<file path="src/rtl/irq_pkg.sv">
// Shared sizing and defaults for the interrupt pending latch.
package irq_pkg;
    localparam int unsigned N_LINES = 8;
    localparam int unsigned IDX_W   = 3;
    localparam logic [N_LINES-1:0] EDGE_MODE_DEFAULT = 8'hFF;
endpackage

</file>
<file path="src/rtl/irq_sync_edge.sv">
// Multi-flop synchroniser for one async line with rising-edge detect.
module irq_sync_edge #(
    parameter int unsigned SYNC_STAGES = 2
) (
    input  logic clk,
    input  logic rst,
    input  logic async_in,
    output logic sync_out,
    output logic rise
);
    logic [SYNC_STAGES-1:0] s;
    logic                   prev;

    always_ff @(posedge clk) begin
        if (rst) begin
            s    <= '0;
            prev <= 1'b0;
        end else begin
            s    <= {s[SYNC_STAGES-2:0], async_in};
            prev <= s[SYNC_STAGES-1];
        end
    end

    assign sync_out = s[SYNC_STAGES-1];
    assign rise     = s[SYNC_STAGES-1] & ~prev;
endmodule

</file>
<file path="src/rtl/irq_pending_latch.sv">
// Latches async interrupt requests into pending bits and presents them to an 8x3 priority encoder.
module irq_pending_latch
    import irq_pkg::*;
#(
    parameter int unsigned        SYNC_STAGES = 2,
    parameter logic [N_LINES-1:0] EDGE_MODE   = EDGE_MODE_DEFAULT
) (
    input  logic               clk,
    input  logic               rst,
    input  logic [N_LINES-1:0] req,
    input  logic [N_LINES-1:0] mask,
    input  logic               ack,
    input  logic [IDX_W-1:0]   ack_idx,
    input  logic               ovr_clr,
    output logic [N_LINES-1:0] X,
    output logic               E,
    output logic               irq,
    output logic [N_LINES-1:0] ovr,
    output logic               ack_err
);
    logic [N_LINES-1:0] synced;
    logic [N_LINES-1:0] rise;
    logic [N_LINES-1:0] pending;
    logic [N_LINES-1:0] pending_nxt;
    logic [N_LINES-1:0] clr;
    logic [N_LINES-1:0] ovr_set;
    logic               ack_err_nxt;

    for (genvar i = 0; i < int'(N_LINES); i++) begin : g_line
        irq_sync_edge #(.SYNC_STAGES(SYNC_STAGES)) u_sync (
            .clk      (clk),
            .rst      (rst),
            .async_in (req[i]),
            .sync_out (synced[i]),
            .rise     (rise[i])
        );
    end

    // A set coinciding with a clear keeps the bit so the new event is not lost.
    always_comb begin
        clr         = '0;
        pending_nxt = '0;
        if (ack) begin
            clr[ack_idx] = 1'b1;
        end
        for (int i = 0; i < int'(N_LINES); i++) begin
            if (EDGE_MODE[i]) begin
                pending_nxt[i] = rise[i] | (pending[i] & ~clr[i]);
            end else begin
                pending_nxt[i] = synced[i];
            end
        end
        ovr_set     = rise & pending & ~clr & EDGE_MODE;
        ack_err_nxt = ack & EDGE_MODE[ack_idx] & ~pending[ack_idx];
    end

    always_ff @(posedge clk) begin
        if (rst) begin
            pending <= '0;
            ovr     <= '0;
            ack_err <= 1'b0;
        end else begin
            pending <= pending_nxt;
            ovr     <= ovr_set | (ovr_clr ? '0 : ovr);
            ack_err <= ack_err_nxt;
        end
    end

    assign X   = pending & ~mask;
    assign E   = ~|X;
    assign irq = ~E;
endmodule

</file>
<file path="config.mk">
export PLATFORM = sky130hd
export DESIGN_NAME = irq_pending_latch
export DESIGN_NICKNAME = d
export VERILOG_FILES = /design/src/rtl/irq_pkg.sv /design/src/rtl/irq_sync_edge.sv /design/src/rtl/irq_pending_latch.sv
export SDC_FILE = /design/constraint.sdc
export NUM_CORES = 1
export LEC_CHECK = 0
export CAP_MARGIN = 20
export CORE_MARGIN = 1.5
export CORE_UTILIZATION = 35
export DETAILED_ROUTE_END_ITERATION = 10
export HOLD_SLACK_MARGIN = 0.05
export PLACE_DENSITY_LB_ADDON = 0.25
export SLEW_MARGIN = 10
export SYNTH_ARGS = -nofsm -noshare
export SYNTH_HDL_FRONTEND = slang
export SYNTH_HIERARCHICAL = 1
export SYNTH_SLANG_ARGS = --single-unit
export TNS_END_PERCENT = 10
</file>
<file path="constraint.sdc">
create_clock -name clk -period 4.05 [get_ports clk]
set_clock_uncertainty 0.2 [all_clocks]
set_input_delay 0.81 -clock clk [delete_from_list [all_inputs] [get_ports clk]]
set_output_delay 0.81 -clock clk [all_outputs]
set_load 0.02 [all_outputs]
</file>
==> run metrics <==
setup_tns=0 ps; worst path required time=3040 ps; die width=68.2 um; Post-synth EDFFs=0; Synth Register Bits=41; Slew HR=0.633; Max-Cap Viols=0; DRC errors left=0; clk sink count=41; Final HPWL DP=2180 um; routed length per instance=12.4 um; diode count=0; cell count after synthesis=149; simple-gate share of the synthesized area=0.272; vias per cell=4.82; Worst Hold Class=reg2reg; largest net degree at the start of global routing=42; Initial Utilization=0.367; post-synthesis adder-cell area fraction=0; final net count=217; Clock Path Buffers=2; status=complete, no violations; fillers=364; hold_ws=238 ps; GRT Util Overall=0.147; largest family of logic cells by synthesized area=simple AND/OR/NAND/NOR gates; Worst setup SP type=primary input; antenna-violating nets left=0; Setup violations, final=0; ys flop type=dfxtp_1; area grow syn2layout=36.5%; # Post-CTS Setup Buffers=0; share of cells above drive strength 1=0.0821; Reg2Reg Setup Slack=2560 ps; Final Max Tran Viols=0; Peak VDD IR=198 uV; Max Clk Rate=0.274 GHz; Distinct cells, synth=24; Post-synth ARST share=0; LEAKAGE=0.735 nW; Avg Inst Size Synth=9.99 um2; routability cong.=0.781; Synth area leaders=dfxtp_1, nor2b_1, a21oi_1, nor2b_2, nand2_1; routed vias=1180; CTS tree=yes; Synth warnings=6; wire length of the first global-routing pass=5090 um; DRT Wirelength=3040 um; CTS Hold Bufs=0; mux contribution to synthesized area=0.0286; Crit Path Category=in2out; Tmin final=3650 ps; pwr dens=376 mW/mm2; H-tree Lvls=2; drt first pass iters=4; Root Buffer=clkbuf_8; post-synthesis xor/xnor area fraction=0; share of the synthesized area in the top cell type=0.551; clk_lat worst skew=280 ps; gr ovfl total=0; Port Buf Inserts=41; Setup crit end kind=primary output; core area=0.00406 mm2; Row Count=23; cts bufs inserted=5; commonest non-fill, non-tap cells in the layout=dfxtp_1, clkdlybuf4s50_1, nor2b_1, a21oi_1, nand2_1; Worst-path clk slew=70 ps; worst-margin pin slew=546 ps; Seq/Total Area, Yosys=0.551; DIE HEIGHT=68.2 um; Place WS=454 ps; Setup WS post-layout=405 ps; die area=0.00465 mm2; synthesized area=0.00149 mm2; Synth Area in Compound Gates=0.118; vias in the first global route=1133; drt initial violations=44; syn_nets=172; worst-path maximum fanout=2; initial antenna violation count=0; RSZ-0062 raised after global routing=no; post-CTS sizing=0; Yosys top cell by area=dfxtp_1; Tcrit/Tclk final=0.900; Hold Violations, Final=0; Worst Path Arrival=2640 ps; I/O pins=42
-- worst max-delay path, stage by stage --
cell and delay (ps):
clkdlybuf4s50_1 450, nor2b_1 60, nor4_1 520, and2_1 200, clkdlybuf4s50_1 600
-- area by class of cell --
type	instances	area, um2	area share
multi-input cells	97	624	0.307
flip-flops and latches	41	821	0.404
inverters	7	26.3	0.0129
well taps	50	62.6	0.0308
clock buffers	8	80.1	0.0394
repair buffers	42	418	0.206
-- power by group --
| part | internal [mW] | switching (mW) |
|---|---|---|
| logic | 0.0495 | 0.0411 |
| registers | 0.418 | 0.00744 |
| clock network | 0.122 | 0.126 |
| total | 0.590 | 0.175 |
-- per-stage QoR --
| step | cell area (um2) | cells | total power [mW] | util |
|---|---|---|---|---|
| 4_1_cts | 2030 | 245 | 0.772 | 0.501 |
| 5_1_grt | 2030 | 245 | 0.799 | 0.501 |
| 3_3_place_gp | 1950 | 237 | 0.524 | 0.481 |
| 6_report | 2030 | 245 | 0.764 | 0.501 |
| 2_1_floorplan | 1490 | 149 | 0.476 | - |
| 3_5_place_dp | 1950 | 237 | 0.526 | 0.481 |
-- logic make-up after synthesis --
logic type	count (synthesis)
compound gates	29
simple gates	65
flops	41
mux	3
buf+inv	11
-- final timing paths --
check,start,cells past startpoint,end
setup / recovery,mask[5],5,E
hold / removal,g_line[0].u_sync/s[0],1,g_line[0].u_sync/s[1]
setup reg to reg,pending[5],3,ack_err
hold reg to reg,g_line[0].u_sync/s[0],1,g_line[0].u_sync/s[1]
-- metal layers --
metal / up-vias / routed length [um] / global-route usage
li1: 586 / - / -
met1: 551 / 1370 / 0.184
met2: 39 / 1450 / 0.242
met3: 4 / 192 / 0.0313
met4: 0 / 23 / 0.0675
met5: - / 0 / 0
-- synth_stat cells, types with 2 or more instances --
cell / count
dfxtp_1: 41
nor2b_1: 33
a21oi_1: 14
nand2_1: 10
nor2b_2: 8
inv_1: 7
nand2b_1: 4
nor2_1: 4
o211ai_1: 4
o21ai_0: 4
a32oi_1: 2
buf_2: 2
clkbuf_1: 2
mux2i_1: 2
nor4_1: 2
o31ai_1: 2
-- flip-flops by register name (all words and copies together), names as in the netlist --
name / cells
g_line.u_sync/s: 16
pending: 8
g_line.u_sync/prev: 8
ovr: 8
ack_err: 1
Power figures use the tool's default switching activity.
